File: config.mk
export PLATFORM = sky130hd
export DESIGN_NAME = mux_arbiter8_flat
export DESIGN_NICKNAME = d
export VERILOG_FILES = /design/src/rtl/mux_arbiter8_pkg.sv /design/src/rtl/mux_arbiter8_if.sv /design/src/rtl/mux8x1_8b.sv /design/src/rtl/mux_arbiter8_rr_pick8.sv /design/src/rtl/mux_arbiter8.sv /design/src/flat_wrapper.sv
export SDC_FILE = /design/constraint.sdc
export NUM_CORES = 1
export LEC_CHECK = 0
export CAP_MARGIN = 20
export CORE_MARGIN = 1.5
export CORE_UTILIZATION = 47
export CTS_BUF_LIST = sky130_fd_sc_hd__clkbuf_2
export DETAILED_ROUTE_END_ITERATION = 10
export GPL_TIMING_DRIVEN = 0
export PLACE_DENSITY = 0.89
export SETUP_SLACK_MARGIN = 0.02
export SLEW_MARGIN = 20
export SYNTH_ARGS = -nofsm -noshare
export SYNTH_HDL_FRONTEND = slang
export SYNTH_SLANG_ARGS = --single-unit
File: constraint.sdc
create_clock -name clk -period 9.2 [get_ports clk]
set_clock_uncertainty 0.15 [all_clocks]
set_input_delay 1.38 -clock clk [delete_from_list [all_inputs] [get_ports clk]]
set_output_delay 1.38 -clock clk [all_outputs]
set_load 0.02 [all_outputs]
File: src/rtl/mux_arbiter8_pkg.sv
// rtl/mux_arbiter8_pkg.sv - shared state encodings and width constants
//   no ports; imported by the interface, rr_pick8 and mux_arbiter8
package mux_arbiter8_pkg;

   typedef enum logic {
      ST_IDLE  = 1'b0,
      ST_GRANT = 1'b1
   } state_t;

   localparam int N_REQ  = 8;
   localparam int SEL_W  = 3;
   localparam int DATA_W = 8;
   localparam int BEAT_W = 4;

endpackage

File: src/rtl/mux_arbiter8_if.sv
// rtl/mux_arbiter8_if.sv - requester/downstream bus of the 8:1 arbiter
//   req, d0..d7, out_ready : into the arbiter
//   out_valid, out_data, sel, gnt, ack : out of the arbiter
//   slave = arbiter side, master = requester/consumer side
interface mux_arbiter8_if;
   import mux_arbiter8_pkg::*;

   logic [N_REQ-1:0]  req;
   logic [DATA_W-1:0] d0, d1, d2, d3, d4, d5, d6, d7;
   logic              out_ready;
   logic              out_valid;
   logic [DATA_W-1:0] out_data;
   logic [SEL_W-1:0]  sel;
   logic [N_REQ-1:0]  gnt;
   logic [N_REQ-1:0]  ack;

   modport slave (
      input  req, d0, d1, d2, d3, d4, d5, d6, d7, out_ready,
      output out_valid, out_data, sel, gnt, ack
   );

   modport master (
      output req, d0, d1, d2, d3, d4, d5, d6, d7, out_ready,
      input  out_valid, out_data, sel, gnt, ack
   );
endinterface

File: src/rtl/mux8x1_8b.sv
// rtl/mux8x1_8b.sv - 8-bit 8:1 data multiplexer
//   sel : word select; d0..d7 : data words; y : selected word
module MUX8x1_8B (
   input  logic [2:0] sel,
   input  logic [7:0] d0, d1, d2, d3, d4, d5, d6, d7,
   output logic [7:0] y
);
   always_comb begin
      y = d0;
      case (sel)
         3'd0: y = d0;
         3'd1: y = d1;
         3'd2: y = d2;
         3'd3: y = d3;
         3'd4: y = d4;
         3'd5: y = d5;
         3'd6: y = d6;
         3'd7: y = d7;
         default: y = d0;
      endcase
   end
endmodule

File: src/rtl/mux_arbiter8_rr_pick8.sv
// rtl/mux_arbiter8_rr_pick8.sv - round-robin pick of the next requester
//   req : request vector; last : last served index
//   found : any request present; idx : first set bit after last, wrapping 7->0
module rr_pick8
   import mux_arbiter8_pkg::*;
(
   input  logic [N_REQ-1:0] req,
   input  logic [SEL_W-1:0] last,
   output logic             found,
   output logic [SEL_W-1:0] idx
);
   logic [N_REQ-1:0] rot;
   logic [SEL_W-1:0] off;

   always_comb begin
      rot   = '0;
      off   = '0;
      found = 1'b0;
      // Rotate so bit 0 of rot is requester last+1; 3-bit index arithmetic wraps.
      for (int i = 0; i < N_REQ; i++) begin
         rot[i] = req[last + 3'd1 + SEL_W'(i)];
      end
      // Scan downwards so the lowest set bit wins.
      for (int i = N_REQ - 1; i >= 0; i--) begin
         if (rot[i]) begin
            found = 1'b1;
            off   = SEL_W'(i);
         end
      end
      idx = last + 3'd1 + off;
   end
endmodule

File: src/rtl/mux_arbiter8.sv
// rtl/mux_arbiter8.sv - round-robin arbiter and sequencer for the 8:1 data mux
//   clk, rst : clock and synchronous active-high reset
//   bus      : requester/downstream bus (slave side)
//   BURST    : max accepted words per grant (1..15); PTR_INIT : reset last-served index
module mux_arbiter8
   import mux_arbiter8_pkg::*;
#(
   parameter int BURST    = 4,
   parameter int PTR_INIT = 7
) (
   input  logic           clk,
   input  logic           rst,
   mux_arbiter8_if.slave  bus
);
   localparam logic [BEAT_W-1:0] BURST_L = BEAT_W'(BURST);
   localparam logic [SEL_W-1:0]  LAST_INIT = SEL_W'(PTR_INIT);

   state_t            state_q, state_n;
   logic [SEL_W-1:0]  sel_q, sel_n;
   logic [N_REQ-1:0]  gnt_q, gnt_n;
   logic [BEAT_W-1:0] beat_q, beat_n;
   logic [SEL_W-1:0]  last_q, last_n;

   logic              found;
   logic [SEL_W-1:0]  pick_idx;
   logic              accept;
   logic [BEAT_W-1:0] beat_inc;

   rr_pick8 u_pick (
      .req   (bus.req),
      .last  (last_q),
      .found (found),
      .idx   (pick_idx)
   );

   MUX8x1_8B u_mux (
      .sel (sel_q),
      .d0  (bus.d0),
      .d1  (bus.d1),
      .d2  (bus.d2),
      .d3  (bus.d3),
      .d4  (bus.d4),
      .d5  (bus.d5),
      .d6  (bus.d6),
      .d7  (bus.d7),
      .y   (bus.out_data)
   );

   assign bus.out_valid = (state_q == ST_GRANT);
   assign bus.sel       = sel_q;
   assign bus.gnt       = gnt_q;

   // A word is taken only while the granted requester still asserts req;
   // reset suppresses the ack so nothing is consumed in the reset cycle.
   assign accept   = bus.out_valid & bus.out_ready & bus.req[sel_q] & ~rst;
   assign bus.ack  = gnt_q & {N_REQ{accept}};
   assign beat_inc = beat_q + 4'd1;

   always_ff @(posedge clk) begin
      if (rst) begin
         state_q <= ST_IDLE;
         sel_q   <= '0;
         gnt_q   <= '0;
         beat_q  <= '0;
         last_q  <= LAST_INIT;
      end else begin
         state_q <= state_n;
         sel_q   <= sel_n;
         gnt_q   <= gnt_n;
         beat_q  <= beat_n;
         last_q  <= last_n;
      end
   end

   always_comb begin
      state_n = state_q;
      sel_n   = sel_q;
      gnt_n   = gnt_q;
      beat_n  = beat_q;
      last_n  = last_q;
      case (state_q)
         ST_IDLE: begin
            if (found) begin
               state_n = ST_GRANT;
               sel_n   = pick_idx;
               gnt_n   = N_REQ'(1) << pick_idx;
               beat_n  = '0;
            end
         end
         ST_GRANT: begin
            if (!bus.req[sel_q]) begin
               // Abort: the pointer still advances past the aborted requester.
               state_n = ST_IDLE;
               gnt_n   = '0;
               last_n  = sel_q;
            end else if (bus.out_ready) begin
               beat_n = beat_inc;
               if (beat_inc == BURST_L) begin
                  state_n = ST_IDLE;
                  gnt_n   = '0;
                  last_n  = sel_q;
               end
            end
         end
         default: begin
            state_n = ST_IDLE;
            gnt_n   = '0;
         end
      endcase
   end
endmodule

File: src/flat_wrapper.sv
// flat-port wrapper written by rule: the top's interface ports become plain ports
module mux_arbiter8_flat import mux_arbiter8_pkg::*;
#(
   parameter int BURST    = 4,
   parameter int PTR_INIT = 7
)
  (clk, rst, bus_req, bus_d0, bus_d1, bus_d2, bus_d3, bus_d4, bus_d5, bus_d6, bus_d7, bus_out_ready, bus_out_valid, bus_out_data, bus_sel, bus_gnt, bus_ack);
  mux_arbiter8_if bus_i ();
  input  logic clk;
  input  logic rst;
  input wire logic [$bits(bus_i.req)-1:0] bus_req;
  input wire logic [$bits(bus_i.d0)-1:0] bus_d0;
  input wire logic [$bits(bus_i.d1)-1:0] bus_d1;
  input wire logic [$bits(bus_i.d2)-1:0] bus_d2;
  input wire logic [$bits(bus_i.d3)-1:0] bus_d3;
  input wire logic [$bits(bus_i.d4)-1:0] bus_d4;
  input wire logic [$bits(bus_i.d5)-1:0] bus_d5;
  input wire logic [$bits(bus_i.d6)-1:0] bus_d6;
  input wire logic [$bits(bus_i.d7)-1:0] bus_d7;
  input wire logic [$bits(bus_i.out_ready)-1:0] bus_out_ready;
  output wire logic [$bits(bus_i.out_valid)-1:0] bus_out_valid;
  output wire logic [$bits(bus_i.out_data)-1:0] bus_out_data;
  output wire logic [$bits(bus_i.sel)-1:0] bus_sel;
  output wire logic [$bits(bus_i.gnt)-1:0] bus_gnt;
  output wire logic [$bits(bus_i.ack)-1:0] bus_ack;
  assign bus_i.req = bus_req;
  assign bus_i.d0 = bus_d0;
  assign bus_i.d1 = bus_d1;
  assign bus_i.d2 = bus_d2;
  assign bus_i.d3 = bus_d3;
  assign bus_i.d4 = bus_d4;
  assign bus_i.d5 = bus_d5;
  assign bus_i.d6 = bus_d6;
  assign bus_i.d7 = bus_d7;
  assign bus_i.out_ready = bus_out_ready;
  assign bus_out_valid = bus_i.out_valid;
  assign bus_out_data = bus_i.out_data;
  assign bus_sel = bus_i.sel;
  assign bus_gnt = bus_i.gnt;
  assign bus_ack = bus_i.ack;
  mux_arbiter8 #(.BURST(BURST), .PTR_INIT(PTR_INIT)) u_core (.clk(clk), .rst(rst), .bus(bus_i));
endmodule
==> run_results.csv, run 1 <==
group,metric,value,unit
global_route,grt_pass1_wl,11.47,mm
global_route,grt_max_degree,12,
setup_path,critical_path.most_common_cell,"clkdlybuf4s50_1",
setup_path,cp-start-kind,"primary input",
detailed_routing,ant_nets,0,
synthesis,ys_ff_latch,19,
synthesis,synthCells,278,
timing,tightest_slew,916.7,ps
floorplan,ios,103,
synthesis,ys.flop_type,"dfxtp_1",
floorplan,die_y,72.86,microns
setup_path,crit_slowest_cell,"clkdlybuf4s50_1",
hold_path,hp-start,"u_core.bus.gnt[4]",
timing,timing.slew.headroom,38.24,%
detailed_routing,drc,0,
setup_path,worstPathCellList,"clkdlybuf4s50_1 -> mux4_2 -> mux2_2 -> and3_1 -> nor2b_1 -> clkbuf_1 -> and2_1 -> clkdlybuf4s50_1",
global_route,antenna_found_initial,0,
clock_tree,clkTransAtPathRegs,170,ps
timing,finalSetupViolations,0,
detailed_routing,avgViaCountPerCell,5.907,
timing,fmax,0.1791,GHz
synthesis,synth_edf_count,0,
timing,hold_viol_final,0,
global_route,grtUsageTotal,27.25,%
power_and_ir_drop,p_switching,440.7,uW
clock_tree,clockBufferDepth,2,
power_and_ir_drop,clkPwrFrac,4.3,%
detailed_routing,detail_route.wl_per_cell,16.51,microns
job,drv_cap,0,
setup_path,cp_slowest_stage_delay,540,ps
synthesis,synthesis.nets,359,
cells_and_area,drive_gt1_share,7.292,%
place,detailed_place_hpwl,6.011,mm
timing,period_minus_slack,5583,ps
setup_path,ff2ff_path_depth,14,
cells_and_area,seq_area,380.4,sq um
clock_tree,insertion_delay,330,ps
timing,grt_setup_unrepaired,"false",
detailed_routing,drtPass1Iterations,5,
setup_path,critPathArrivalTime,4050,ps
floorplan,coreArea,0.004723,sq mm
synthesis,async_flop_share,0,%
power_and_ir_drop,pwr_density_cell,254.8,mW/mm^2
floorplan,start_util,48.56,%
synthesis,yosysSeqAreaShare,16.58,%
global_route,grt_overflow_total,0,
cells_and_area,n_fill_cell,369,
clock_tree,cts_sinks,19,
clock_tree,cts_tree,"done",
floorplan,fp.dieW,72.86,microns
synthesis,yosysWarnings,0,
clock_tree,clock-root-buffer,"clkbuf_2",
cells_and_area,synthToLayoutAreaGrowth,49.05,%
detailed_routing,vias,2664,
floorplan,rows,25,
clock_tree,cts_buffers,3,
setup_path,rr_startpoint,"u_core.last_q[0]",
floorplan,dieArea,0.005308,sq mm
power_and_ir_drop,p_leak,1.299,nW
power_and_ir_drop,pwr-share-seq,14.2,%
detailed_routing,first_iter_violations,223,
place,io_buffers,102,
hold_path,min_to,"u_core.bus.gnt[4]",
setup_path,r2r_setup_slack,4660,ps
clock_tree,cts_hold_buffers,0,
power_and_ir_drop,switching_share,50.59,%
hold_path,hold_depth,1,
timing,maxSlewViolCount,0,
synthesis,syn_avg_cell_area,8.250,sq um
global_route,grt_pass1_vias,2520,
setup_path,crit_type,"in2out",
setup_path,regToRegEndpoint,"u_core.bus.gnt[2]",
timing,fin_crit_sh,60.68,%
timing,fin_setup_tns,0,ps
cells_and_area,diodes,0,
cells_and_area,multiInputGateArea,0.001799,sq mm
synthesis,syn_area,0.002293,sq mm
power_and_ir_drop,power_frac_comb,81.4,%
clock_tree,cts_repair_resize_count,0,
setup_path,path_max_fanout,10,
clock_tree,post_cts_buffers,0,
detailed_routing,drt-total-wl,7.445,mm
power_and_ir_drop,ir_drop,0.0001334,V
synthesis,synth.distinct_cells,55,
run_status,status,"finished, final reports clean",
clock_tree,htree_levels,1,
place,gp_congestion,0.8849,
timing,whs,349.0,ps
setup_path,cp-end-kind,"primary output",
cells_and_area,nNetsFinal,466,
power_and_ir_drop,internal_power,430.3,uW
setup_path,required,7670,ps
hold_path,hp-class,"reg2reg",
==> cells by family after synthesis <==
| group | after synthesis | synth area share (%) |
|---|---|---|
| adder cells (fa/ha/maj) | 6 | 3.601 |
| buffers and inverters | 27 | 4.965 |
| multiplexers | 26 | 18.82 |
| flip-flops | 19 | 16.58 |
| AND/OR/NAND/NOR | 117 | 27.71 |
| XOR/XNOR | 5 | 2.510 |
| AO/OA/AOI/OAI | 78 | 25.80 |
==> cell usage in the layout (no fill, tap or decap), types with 3 or more instances in the layout <==
cell             count
a211o_1              5
a21oi_1             11
a221oi_1             4
a22o_1               5
a22oi_1              4
a31oi_1              4
and2_1              10
and3b_1              4
buf_1                4
clkbuf_1            10
clkbuf_2             3
clkdlybuf4s50_1    102
dfxtp_1             19
ha_1                 5
inv_1               10
mux2_2               5
mux2i_1              9
mux4_1               6
mux4_2               5
nand2_1             18
nand3_1             14
nand3b_1             5
nor2_1              27
nor2b_1              8
nor3_1              10
nor3b_1              5
nor4b_1              4
o21ai_0             20
o22ai_1              3
o2bb2ai_1            6
or3_1                3
xnor2_1              3
==> synth_stat cells (3+ instances only) <==
cell type | count | share of area (%)
xnor2_1 | 3 | 1.1
or3_1 | 3 | 0.82
o21ai_0 | 20 | 4.4
ha_1 | 5 | 2.7
mux4_1 | 6 | 6.9
and3b_1 | 4 | 1.5
dfxtp_1 | 19 | 17
mux4_2 | 5 | 4.9
a22o_1 | 5 | 1.9
a21oi_1 | 11 | 2.4
nor3_1 | 10 | 2.2
mux2_2 | 5 | 2.5
nand3_1 | 14 | 3.1
o22ai_1 | 3 | 0.82
a22oi_1 | 4 | 1.3
clkbuf_1 | 10 | 1.6
a221oi_1 | 4 | 1.5
nor2b_1 | 8 | 2.2
and2_1 | 10 | 2.7
a31oi_1 | 4 | 1.1
mux2i_1 | 9 | 3.9
o2bb2ai_1 | 6 | 2.3
nor2_1 | 27 | 4.4
a211o_1 | 5 | 1.9
inv_1 | 10 | 1.6
nand3b_1 | 5 | 1.6
buf_1 | 4 | 0.65
nand2_1 | 18 | 2.9
nor3b_1 | 5 | 1.6
nor4b_1 | 4 | 1.5
==> per-layer routing <==
metal,part of all wire (%),global-route usage (%),vias to the layer above
met2,51,47.30,123
met1,43,34.99,1243
met4,1.9,7.757,0
met3,4.8,4.144,16
li1,-,-,1282
met5,0,0,-
==> state kept, by name, summed over array words and instances, names as in the netlist <==
| name | cells |
|---|---|
| u_core.beat_q | 4 |
| u_core.bus.gnt | 8 |
| u_core.bus.out_valid | 1 |
| u_core.bus.sel | 3 |
| u_core.last_q | 3 |
==> how the worst max path moves through the flow <==
stage	startpoint	end	slack [ps]	cells past startpoint
after CTS	bus_req[5]	bus_ack[3]	3640	8
final	bus_req[5]	bus_ack[3]	3620	8
after global routing	bus_req[6]	bus_ack[3]	3520	8
after global placement	bus_req[7]	bus_ack[3]	3700	8
after detailed placement	bus_req[4]	bus_ack[3]	3660	8
after floorplan	bus_req[7]	bus_ack[0]	4880	6
==> critical path: cells and delay by family <==
kind,cells,cell delay [ps]
muxes,2,810
and+or+nand+nor,3,580
buffers and inverters,3,1280
==> final cells by class <==
| class | instances | share of cell area, % |
|---|---|---|
| clock inverter | 1 | 0.1464 |
| buffer | 17 | 2.233 |
| inverter | 10 | 1.098 |
| tap | 67 | 2.452 |
| multi-input combinational | 232 | 52.64 |
| sequential | 19 | 11.13 |
| clock buffer | 3 | 0.4392 |
| timing repair buffer | 102 | 29.87 |
==> power by group through the flow <==
stage | Clock [mW] | Combinational, mW | Sequential (mW)
6_report | 0.0377 | 0.709 | 0.124
5_1_grt | 0.0430 | 0.760 | 0.128
4_1_cts | 0.0391 | 0.700 | 0.124
3_5_place_dp | 0 | 0.696 | 0.126
3_3_place_gp | 0 | 0.683 | 0.125
2_1_floorplan | 0 | 0.469 | 0.143
==> per-stage QoR <==
| step | cell area, sq um | util [%] | setup WS (ps) | power, mW | instances |
|---|---|---|---|---|---|
| 3_3_place_gp | 3398 | 71.95 | 3695 | 0.8079 | 447 |
| 2_1_floorplan | 2293 | - | 4876 | 0.6113 | 278 |
| 4_1_cts | 3418 | 72.37 | 3641 | 0.8638 | 451 |
| 6_report | 3418 | 72.37 | 3617 | 0.8710 | 451 |
| 3_5_place_dp | 3398 | 71.95 | 3661 | 0.8224 | 447 |
| 5_1_grt | 3418 | 72.37 | 3520 | 0.9314 | 451 |
Power figures use the tool's default switching activity.
==> inputs of run 2 (changes only) <==
- CORE_UTILIZATION: 47 -> 44
- PLACE_DENSITY: 0.89 -> 0.84
- clock period: 9.2 -> 5.39 ns (I/O delays scaled with it)
==> run 2 against run 1 <==
  * Via count decreased by 1.6%
  * Sequential power is 72% higher
  * Die area is 6.5% higher
  * Routed wire length fell by 2.8%
  * Register-to-register slack got worse by 3900 ps
  * Setup slack worse by 2800 ps
  * Highest routed layer unchanged
==> run_results.csv, run 2 (synthesized netlist as in run 1, its figures left out) <==
group,metric,value,unit
clock_tree,clock-root-buffer,"clkbuf_2",
clock_tree,htree_levels,1,
setup_path,cp-end-kind,"register",
global_route,grt_max_degree,13,
clock_tree,clockBufferDepth,2,
timing,fin_setup_tns,0,ps
global_route,antenna_found_initial,0,
timing,maxSlewViolCount,0,
cells_and_area,largest_reg_flops,8,
cells_and_area,layout_common_cells,"clkdlybuf4s50_1, nor2_1, o21ai_0",
floorplan,coreArea,0.005075,sq mm
detailed_routing,avgViaCountPerCell,5.773,
clock_tree,clkTransAtPathRegs,220,ps
run_status,status,"finished, final reports clean",
timing,grt_setup_unrepaired,"false",
job,drv_cap,0,
clock_tree,cts_sinks,19,
global_route,grtUsageTotal,24.92,%
setup_path,cp-start-kind,"register",
timing,fmax,0.2180,GHz
setup_path,ff2ff_path_depth,14,
floorplan,fp.dieW,75.20,microns
power_and_ir_drop,power,1.494,mW
setup_path,crit_type,"reg2reg",
global_route,grt_pass1_vias,2431,
timing,fin_crit_sh,85.09,%
power_and_ir_drop,pwr_density_cell,436.2,mW/mm^2
detailed_routing,detail_route.wl_per_cell,15.94,microns
detailed_routing,drc,0,
timing,finalSetupViolations,0,
place,detailed_place_hpwl,5.716,mm
timing,timing.slew.headroom,42.77,%
cells_and_area,synthToLayoutAreaGrowth,49.32,%
detailed_routing,drt-total-wl,7.235,mm
floorplan,die_y,75.20,microns
detailed_routing,drtPass1Iterations,4,
floorplan,dieArea,0.005654,sq mm
clock_tree,cts_repair_resize_count,0,
clock_tree,post_cts_buffers,0,
cells_and_area,nNetsFinal,466,
timing,period_minus_slack,4586,ps
power_and_ir_drop,p_leak,1.296,nW
cells_and_area,diodes,0,
setup_path,required,5550,ps
detailed_routing,first_iter_violations,160,
timing,hold_viol_final,0,
global_route,grt_overflow_total,0,
floorplan,rows,26,
place,io_buffers,102,
power_and_ir_drop,ir_drop,0.0002213,V
clock_tree,cts_tree,"done",
setup_path,critPathArrivalTime,4750,ps
place,gp_congestion,0.8323,
global_route,grt_pass1_wl,11.06,mm
cells_and_area,drive_gt1_share,7.292,%
clock_tree,insertion_delay,340,ps
hold_path,hold_depth,1,
timing,tightest_slew,849.4,ps
clock_tree,cts_buffers,3,
cells_and_area,final_common_cell,"clkdlybuf4s50_1",
detailed_routing,ant_nets,0,
floorplan,ios,103,
floorplan,start_util,45.19,%
setup_path,path_max_fanout,10,
clock_tree,cts_hold_buffers,0,
detailed_routing,vias,2621,
hold_path,hp-class,"reg2reg",
-- run 2: power breakdown --
part / switching, mW / internal (mW) / total (mW)
clock network: 0.0507 / 0.0173 / 0.0680
logic: 0.672 / 0.541 / 1.21
registers: 0.0350 / 0.178 / 0.213
-- run 2: area by class of cell --
type                    count  area (sq um)
plain buffers              17         76.32
clock buffers               3         15.01
clock inverters             1         7.507
fillers                   446          1650
inverters                  10         37.54
multi-input cells         232          1799
flip-flops and latches     19         380.4
well taps                  70         87.58
repair buffers            102          1021
-- run 2: worst paths after layout --
check	slack, ps	endpoint	from
hold reg to reg	350	u_core.bus.gnt[7]	u_core.bus.gnt[7]
setup reg to reg	800	u_core.bus.gnt[2]	u_core.last_q[0]
hold / removal	350	u_core.bus.gnt[7]	u_core.bus.gnt[7]
setup / recovery	800	u_core.bus.gnt[2]	u_core.last_q[0]
-- run 2: worst max-delay path, stage by stage, from the launching register on --
cell	delay (ps)
dfxtp_1	450
buf_6	180
inv_1	80
ha_1	330
buf_2	260
mux4_1	710
mux2_2	320
o22a_1	160
o221a_2	280
ha_1	170
inv_1	60
fa_1	490
or3_1	430
nor4b_1	350
a211o_1	160
-- run 2: metal layers --
metal	vias up	global-route usage [%]	share of wire, %
met5	-	0	0
met3	9	2.276	4.7
li1	1283	-	-
met1	1236	32.09	43
met2	93	43.36	51
met4	0	9.127	1.3
-- run 2: through the flow --
stage          cells  cell area [sq um]  hold WS [ps]  utilization (%)  setup slack (ps)
2_1_floorplan    278               2293         320.5                -              1289
4_1_cts          454               3425         352.0            67.48             826.2
3_5_place_dp     450               3402         321.3            67.04             700.7
3_3_place_gp     450               3402         318.4            67.04             793.6
5_1_grt          454               3425         368.3            67.48             605.0
6_report         454               3425         348.3            67.48             803.7
==> inputs of run 3 (changes only) <==
- CORE_UTILIZATION: 44 -> 40
- PLACE_DENSITY: 0.84 -> 0.77
- REMOVE_ABC_BUFFERS: unset -> 1
==> run 3 against run 2 <==
  * Sequential share of layout area up 0.29 points
  * Combinational power down 9%
  * Core utilization down 6.5 points
  * Setup slack worse by 320 ps
  * Die area up 9.6%
  * Register-to-register slack worse by 320 ps
  * Routed wire length down 5.8%
  * Final area down 1.9%
  * Sequential power up 30%
  * Final cell count down 3.3%
  * Non-clock buffer count down 17
  * Critical endpoint unchanged
  * Highest routed layer unchanged
==> run_results.csv, run 3 (synthesized netlist as in run 1, its figures left out) <==
group,metric,value,unit
run_status,status,"finished, final reports clean",
detailed_routing,first_iter_violations,64,
clock_tree,cts_hold_buffers,0,
power_and_ir_drop,power,1.443,mW
timing,tightest_slew,1030,ps
power_and_ir_drop,p_leak,1.276,nW
clock_tree,cts_sinks,19,
global_route,grt_pass1_vias,2391,
detailed_routing,detail_route.wl_per_cell,15.53,microns
floorplan,ios,103,
detailed_routing,drt-total-wl,6.816,mm
global_route,grtUsageTotal,21.55,%
clock_tree,clkTransAtPathRegs,180,ps
timing,fin_setup_tns,0,ps
cells_and_area,largest_reg_flops,8,
floorplan,coreArea,0.005507,sq mm
power_and_ir_drop,pwr_density_cell,429.8,mW/mm^2
place,gp_congestion,0.8723,
setup_path,worstPathCellList,"inv_1 -> ha_1 -> mux4_1 -> mux2_2 -> o22a_1 -> o221a_2 -> ha_1 -> inv_1 -> fa_1 -> or3_1 -> nor4b_1 -> a211o_1",
hold_path,hp-class,"reg2reg",
timing,finalSetupViolations,0,
setup_path,cp_slowest_stage_delay,770,ps
timing,period_minus_slack,4906,ps
global_route,antenna_found_initial,0,
cells_and_area,final_area,0.003358,sq mm
cells_and_area,drive_gt1_share,7.629,%
setup_path,path_max_fanout,20,
timing,hold_viol_final,0,
global_route,grt_pass1_wl,10.90,mm
detailed_routing,avgViaCountPerCell,5.736,
setup_path,cp-end-kind,"register",
setup_path,critPathArrivalTime,5040,ps
clock_tree,cts_tree,"done",
setup_path,required,5520,ps
global_route,grt_max_degree,33,
clock_tree,post_cts_buffers,0,
timing,grt_setup_unrepaired,"false",
power_and_ir_drop,ir_drop,0.0002818,V
floorplan,start_util,41.65,%
detailed_routing,drtPass1Iterations,5,
timing,fmax,0.2038,GHz
cells_and_area,n_fill_cell,482,
floorplan,dieArea,0.006197,sq mm
cells_and_area,synthToLayoutAreaGrowth,46.43,%
timing,maxSlewViolCount,0,
setup_path,crit_type,"reg2reg",
floorplan,fp.dieW,78.72,microns
timing,fin_crit_sh,91.03,%
cells_and_area,final_common_cell,"clkdlybuf4s50_1",
cells_and_area,diodes,0,
place,detailed_place_hpwl,5.138,mm
detailed_routing,ant_nets,0,
clock_tree,insertion_delay,310,ps
cells_and_area,nNetsFinal,449,
setup_path,cp-start-kind,"register",
floorplan,rows,27,
clock_tree,htree_levels,1,
timing,timing.slew.headroom,31.22,%
job,drv_cap,0,
detailed_routing,vias,2518,
place,dpl_cell_area,0.003328,sq mm
clock_tree,clock-root-buffer,"clkbuf_2",
global_route,grt_overflow_total,0,
setup_path,crit_slowest_cell,"mux4_1",
floorplan,die_y,78.72,microns
clock_tree,cts_buffers,3,
detailed_routing,drc,0,
cells_and_area,layout_common_cells,"clkdlybuf4s50_1, nor2_1, o21ai_0",
place,io_buffers,102,
clock_tree,clockBufferDepth,2,
-- run 3: cell types whose count changed in the layout (fill, tap and decap cells not counted) --
cell        previous run  this run
clkbuf_1              10         0
buf_1                  4         0
buf_2                  1         0
clkinvlp_4             1         0
xnor2_2                0         1
buf_6                  1         0
buf_4                  1         0
xnor2_1                3         2
dfxtp_2                0         2
dfxtp_1               19        17
clkbuf_2               3         4
-- run 3: metal layers --
| metal | part of all wire, % | track usage [%] | vias up | wire (microns) |
|---|---|---|---|---|
| met5 | 0 | 0 | - | 0 |
| met4 | 1.1 | 4.643 | 0 | 77 |
| met3 | 7.7 | 2.874 | 6 | 527 |
| met2 | 46 | 38.97 | 101 | 3121 |
| met1 | 45 | 27.12 | 1162 | 3090 |
| li1 | - | - | 1249 | - |
-- run 3: final cells by class --
type	instances	area, sq um	area share, %
multi-input combinational	232	1807	53.80
inverter	10	37.54	1.118
tap	72	90.09	2.683
timing repair buffer	102	1021	30.40
clock buffer	4	20.02	0.5961
sequential	19	382.9	11.40
-- run 3: repair_timing --
item                       CTS  global route
gates resized for setup      0             1
setup endpoints to repair    0             1
hold endpoints to repair     0             0
-- run 3: power by group --
group	switching [mW]	internal (mW)
clock	0.0442	0.0197
sequential	0.0980	0.179
combinational	0.575	0.527
-- run 3: path summary, 6_finish.rpt --
| check | from | end | slack [ps] | depth (start not counted) |
|---|---|---|---|---|
| worst max-delay path | u_core.last_q[0] | u_core.bus.gnt[2] | 480 | 12 |
| worst min register to register | u_core.bus.gnt[7] | u_core.bus.gnt[7] | 350 | 1 |
| worst max register to register | u_core.last_q[0] | u_core.bus.gnt[2] | 480 | 12 |
| worst min-delay path | u_core.bus.gnt[7] | u_core.bus.gnt[7] | 350 | 1 |
-- run 3: through the flow --
step	instances	hold slack [ps]	utilization, %	setup WS [ps]
2_1_floorplan	261	320.4	-	1034
3_3_place_gp	435	317.2	60.44	558.3
3_5_place_dp	435	317.5	60.44	467.5
4_1_cts	439	355.7	60.80	411.4
5_1_grt	439	366.4	60.99	249.4
6_report	439	353.4	60.99	483.6
-- run 3: critical path, delay by kind of cell (launching register included) --
family	cells	cell delay, ps
adder cells (fa/ha/maj)	3	1410
AND/OR/NAND/NOR	2	720
flip-flops	1	710
multiplexers	2	1090
AO/OA/AOI/OAI	3	570
buffers and inverters	2	240
